<file path="config.mk">
export PLATFORM = sky130hd
export DESIGN_NAME = mem_arbiter
export DESIGN_NICKNAME = d
export VERILOG_FILES = /design/src/rtl/tiny8_types_pkg.sv /design/src/rtl/mem_arb_pick.sv /design/src/rtl/mem_arbiter.sv
export SDC_FILE = /design/constraint.sdc
export NUM_CORES = 1
export LEC_CHECK = 0
export BUFFER_PORTS_ARGS = -buffer_cell sky130_fd_sc_hd__buf_2
export CORE_MARGIN = 1
export CORE_UTILIZATION = 30
export CTS_CLUSTER_DIAMETER = 120
export DETAILED_ROUTE_END_ITERATION = 7
export GPL_ROUTABILITY_DRIVEN = 0
export HOLD_SLACK_MARGIN = 0.05
export PLACE_DENSITY = 0.78
export SLEW_MARGIN = 40
export SYNTH_ARGS = -nofsm -noshare
export SYNTH_HDL_FRONTEND = slang
export SYNTH_SLANG_ARGS = --single-unit
export TNS_END_PERCENT = 30
</file>
<file path="constraint.sdc">
create_clock -name clk -period 1.6 [get_ports clk]
set_input_delay 0.16 -clock clk [delete_from_list [all_inputs] [get_ports clk]]
set_output_delay 0.16 -clock clk [all_outputs]
set_load 0.005 [all_outputs]
</file>
<file path="src/rtl/tiny8_types_pkg.sv">
// Shared tiny8 word type plus the arbiter state and port enums.
package tiny8_types;

    typedef logic [7:0] tiny8_word;

    typedef enum logic [1:0] {
        IDLE,
        GNT_IF,
        GNT_D
    } arb_state_t;

    typedef enum logic {
        PORT_IF,
        PORT_D
    } arb_port_t;

endpackage

</file>
<file path="src/rtl/mem_arb_pick.sv">
// Purpose: picks which master wins the memory port; macro TINY8_ARB_RR_EN selects round-robin ties.
// Latency: purely combinational.
// Backpressure: none here; a lone requester always wins, the FSM holds the grant.
module mem_arb_pick
    import tiny8_types::*;
(
    input  logic      if_req,
    input  logic      d_req,
    input  arb_port_t last_grant,
    output arb_port_t winner
);

`ifdef TINY8_ARB_RR_EN
    always_comb begin
        winner = PORT_IF;
        if (d_req && !if_req) begin
            winner = PORT_D;
        end else if (d_req && if_req) begin
            // Tie goes to whichever port was not served last.
            winner = (last_grant == PORT_IF) ? PORT_D : PORT_IF;
        end
    end
`else
    logic unused_last_grant;
    assign unused_last_grant = (last_grant == PORT_D);

    always_comb begin
        winner = PORT_IF;
        if (d_req) begin
            winner = PORT_D;
        end
    end
`endif

endmodule

</file>
<file path="src/rtl/mem_arbiter.sv">
// Purpose: serializes fetch and data accesses onto one memory port (TINY8_ARB_RR_EN: round-robin ties).
// Latency: request seen in IDLE is strobed and answered the next cycle; one access per 2 cycles.
// Backpressure: masters hold requests until resp; a dropped request ends the grant with no resp.
module mem_arbiter
    import tiny8_types::*;
(
    input  logic      clk,
    input  logic      rst,
    input  logic      if_read,
    input  tiny8_word if_addr,
    output logic      if_resp,
    output tiny8_word if_rdata,
    input  logic      d_read,
    input  logic      d_write,
    input  tiny8_word d_addr,
    input  tiny8_word d_wdata,
    output logic      d_resp,
    output tiny8_word d_rdata,
    output logic      mem_read,
    output logic      mem_write,
    output tiny8_word mem_addr,
    output tiny8_word mem_wdata,
    input  logic      mem_resp,
    input  tiny8_word mem_rdata
);

    arb_state_t state;
    arb_port_t  last_grant;
    arb_port_t  winner;
    logic       if_req;
    logic       d_req;

    assign if_req = if_read;
    assign d_req  = d_read | d_write;

    mem_arb_pick u_pick (
        .if_req     (if_req),
        .d_req      (d_req),
        .last_grant (last_grant),
        .winner     (winner)
    );

    always_ff @(posedge clk) begin
        if (rst) begin
            state <= IDLE;
        end else begin
            case (state)
                IDLE: begin
                    if (if_req || d_req) begin
                        state <= (winner == PORT_D) ? GNT_D : GNT_IF;
                    end
                end
                GNT_IF: if (!if_req || mem_resp) state <= IDLE;
                GNT_D:  if (!d_req || mem_resp) state <= IDLE;
                default: state <= IDLE;
            endcase
        end
    end

`ifdef TINY8_ARB_RR_EN
    always_ff @(posedge clk) begin
        if (rst) begin
            last_grant <= PORT_IF;
        end else if (state == GNT_IF && if_req && mem_resp) begin
            last_grant <= PORT_IF;
        end else if (state == GNT_D && d_req && mem_resp) begin
            last_grant <= PORT_D;
        end
    end
`else
    assign last_grant = PORT_IF;
`endif

    always_comb begin
        if_resp   = 1'b0;
        if_rdata  = '0;
        d_resp    = 1'b0;
        d_rdata   = '0;
        mem_read  = 1'b0;
        mem_write = 1'b0;
        mem_addr  = '0;
        mem_wdata = '0;
        case (state)
            GNT_IF: begin
                if (if_req) begin
                    mem_read = 1'b1;
                    mem_addr = if_addr;
                    if_resp  = mem_resp;
                    if_rdata = mem_rdata;
                end
            end
            GNT_D: begin
                mem_wdata = d_wdata;
                if (d_req) begin
                    // A simultaneous read+write is treated as a write only.
                    mem_write = d_write;
                    mem_read  = ~d_write;
                    mem_addr  = d_addr;
                    d_resp    = mem_resp;
                    d_rdata   = mem_rdata;
                end
            end
            default: ;
        endcase
    end

endmodule

</file>
==> metrics.cfg <==
[yosys]
avgSynthCellArea_sq_um=7.41
ys_seq_elements=2
synth_cell_type_count=22
syn-num-nets=116
synthCells=74
synth_warnings=0
synth_area_sq_um=548
ys_seq_area_share_pct=7.31

[clock_tree]
clk_pin_slew_ns=0.03
numCtsBuffers=3
cts_hold_buf=0
htreeDepth=1
insertion_delay_ns=0.22
cts_root_buf=clkbuf_4
cts_tree=yes
clkSinkCount=2
clk_path_buf_depth=2

[critical_path]
cp_cell_sequence=inv_4 > ha_4 > o21a_4 > buf_12 > a22oi_2 > nor2b_1 > buf_2
r2r_start=state[0]
crit_required_ns=1.44
max_stage_delay_ns=0.34
worst_setup_path_end_kind=primary output
r2r_setup_slack_ns=0.16
cp_top_family=flip-flops
path_buf_inv=3
cp_slowest_cell=dfxtp_2
cp.depth=7
crit_start=state[0]
worstSetupStartpointType=flop
path_class=reg2out
arrival_ns=1.42
crit_fanout=5
rr_endpoint=state[1]
setup.worst_path.end=mem_addr[1]
reg2reg_depth=6

[power_and_ir_drop]
p_per_area_nw_per_um2=522
peakVddDrop_mv=0.497
power_leakage_nw=0.623

[placed_design]
dpl_worst_slack_ns=0.135
post_dp_cell_area_sq_um=935
dp_hpwl_um=1540
place_inst=169
port_buffers=73

[grt]
grt_usage_pct=18.5
grt_pass1_wl_um=2820
antenna_found_initial=0
grt_max_degree=16
grt_pass1_vias=681
grt_overflow=0

[flow_run]
cap_violations=0

[finish]
largest_reg_flops=2
n_antenna_cell=0
nFillCells=166
top_regs=state x2
finalNonFillerCells=176
multi_input_area_sq_um=510
syn2layout_area_growth_pct=99.8
post-route-util_pct=63.4
final_common_cell=buf_2
final_cell_area_sq_um=1090
mostFrequentLayoutCells=73 x buf_2, 18 x and2_1, 9 x and3_1, 8 x nor2b_1, 7 x a22oi_2
regArea_sq_um=42.5
regMostFlops=state
final_nets=195
drive_above_1_share_pct=66.2

[drt]
wl_per_cell_um=11.4
vias_per_cell=4.64
dr.pass1.iters=4
drt_first_iter_violations=19
drc=0
totalWireLength_um=2010
vias=816
ant_nets=0

[worst_hold_path]
whs_path_depth=2
min_path_type=in2reg

[floorplanning]
rows=15
die_w_um=44.7
design.die.area_sq_um=2000
fp.dieH_um=44.7
start_util_pct=31.7
ioPinCount=74
core_sq_um=1730

[sta]
slew_headroom_pct=84.2
layout_setup_ws_ns=0.0240
fmax_mhz=635
worstMarginPinSlew_ns=0.235
drv_slew=0
setup_tns_ns=0
post-route-period-util_pct=98.5
hold_violations=0
fin_crit_ns=1.58
rsz0062_at_grt=true
clock_skew_ns=0.00128
setup_viol=0

[run_status]
outcome=complete, no violations

==> worst register-to-register path, stage by stage, from the launching register on <==
cell      delay, ns
dfxtp_2        0.32
buf_4          0.13
ha_2           0.19
buf_4          0.16
nand3b_1       0.11
o221ai_1       0.12
a32o_1         0.29
==> logic make-up after synthesis <==
| kind of cell | Yosys count | share of synthesized area (%) |
|---|---|---|
| and+or+nand+nor | 42 | 46.8 |
| AOI/OAI and AO/OA | 16 | 25.8 |
| buffers and inverters | 10 | 11.0 |
| adders and majority gates | 4 | 9.13 |
| DFF | 2 | 7.31 |
==> cells in the mapped netlist, drive strengths merged <==
master  count  share of area [%]
o21bai      1                3.4
dfxtp       2                7.3
o211ai      1                1.4
ha          4                9.1
o21a        1                1.4
buf         3                6.2
nor2b       8                9.1
o221ai      1                1.6
a21boi      1                1.4
nor3        1               0.91
clkbuf      3                2.1
nor2        1               0.68
nand2       2                1.4
nand3b      2                2.7
and3        9                 10
a221oi      1                2.7
a22oi       7                9.6
a32o        1                1.8
a32oi       1                1.6
o21ai       1               0.91
inv         4                2.7
and2       19                 22
==> layer usage <==
layer  part of all wire, %  track usage, %
met5                     0               0
met4                     0            5.45
met3                   4.6            2.80
met2                    55            33.5
met1                    41            22.4
==> timing repair <==
item	4_1_cts	5_1_grt
pin swaps	0	6
setup endpoints to repair	9	16
resized for setup	10	11
cloned	2	0
buffers inserted	1	1
==> cell type report <==
type / count / area share [%]
Inverter: 4 / 1.60
Sequential cell: 2 / 3.89
Timing Repair Buffer: 80 / 43.0
Multi-Input combinational cell: 62 / 46.6
Tap cell: 25 / 2.86
Clock buffer: 3 / 2.06
==> through the flow <==
step | total power [mW] | hold WS, ns
final | 0.571 | 0.151
after global routing | 0.615 | 0.143
after CTS | 0.562 | 0.129
after detailed placement | 0.375 | 0.373
after global placement | 0.364 | 0.366
after floorplan | 0.238 | 0.226
==> worst min-delay path by stage <==
stage	startpoint	to
after floorplan	rst	state[0]
after CTS	rst	state[0]
after detailed placement	rst	state[0]
final	rst	state[0]
after global placement	rst	state[0]
after global routing	rst	state[0]
==> power by group <==
| group | leakage (nW) | switching (mW) | total (mW) | internal (mW) |
|---|---|---|---|---|
| Sequential | 0.0172 | 0.00758 | 0.0657 | 0.0581 |
| Combinational | 0.593 | 0.167 | 0.398 | 0.230 |
| Clock | 0.0138 | 0.0253 | 0.108 | 0.0824 |
| Total | 0.623 | 0.200 | 0.571 | 0.371 |
Note: power is estimated with default switching activity, not from simulation.
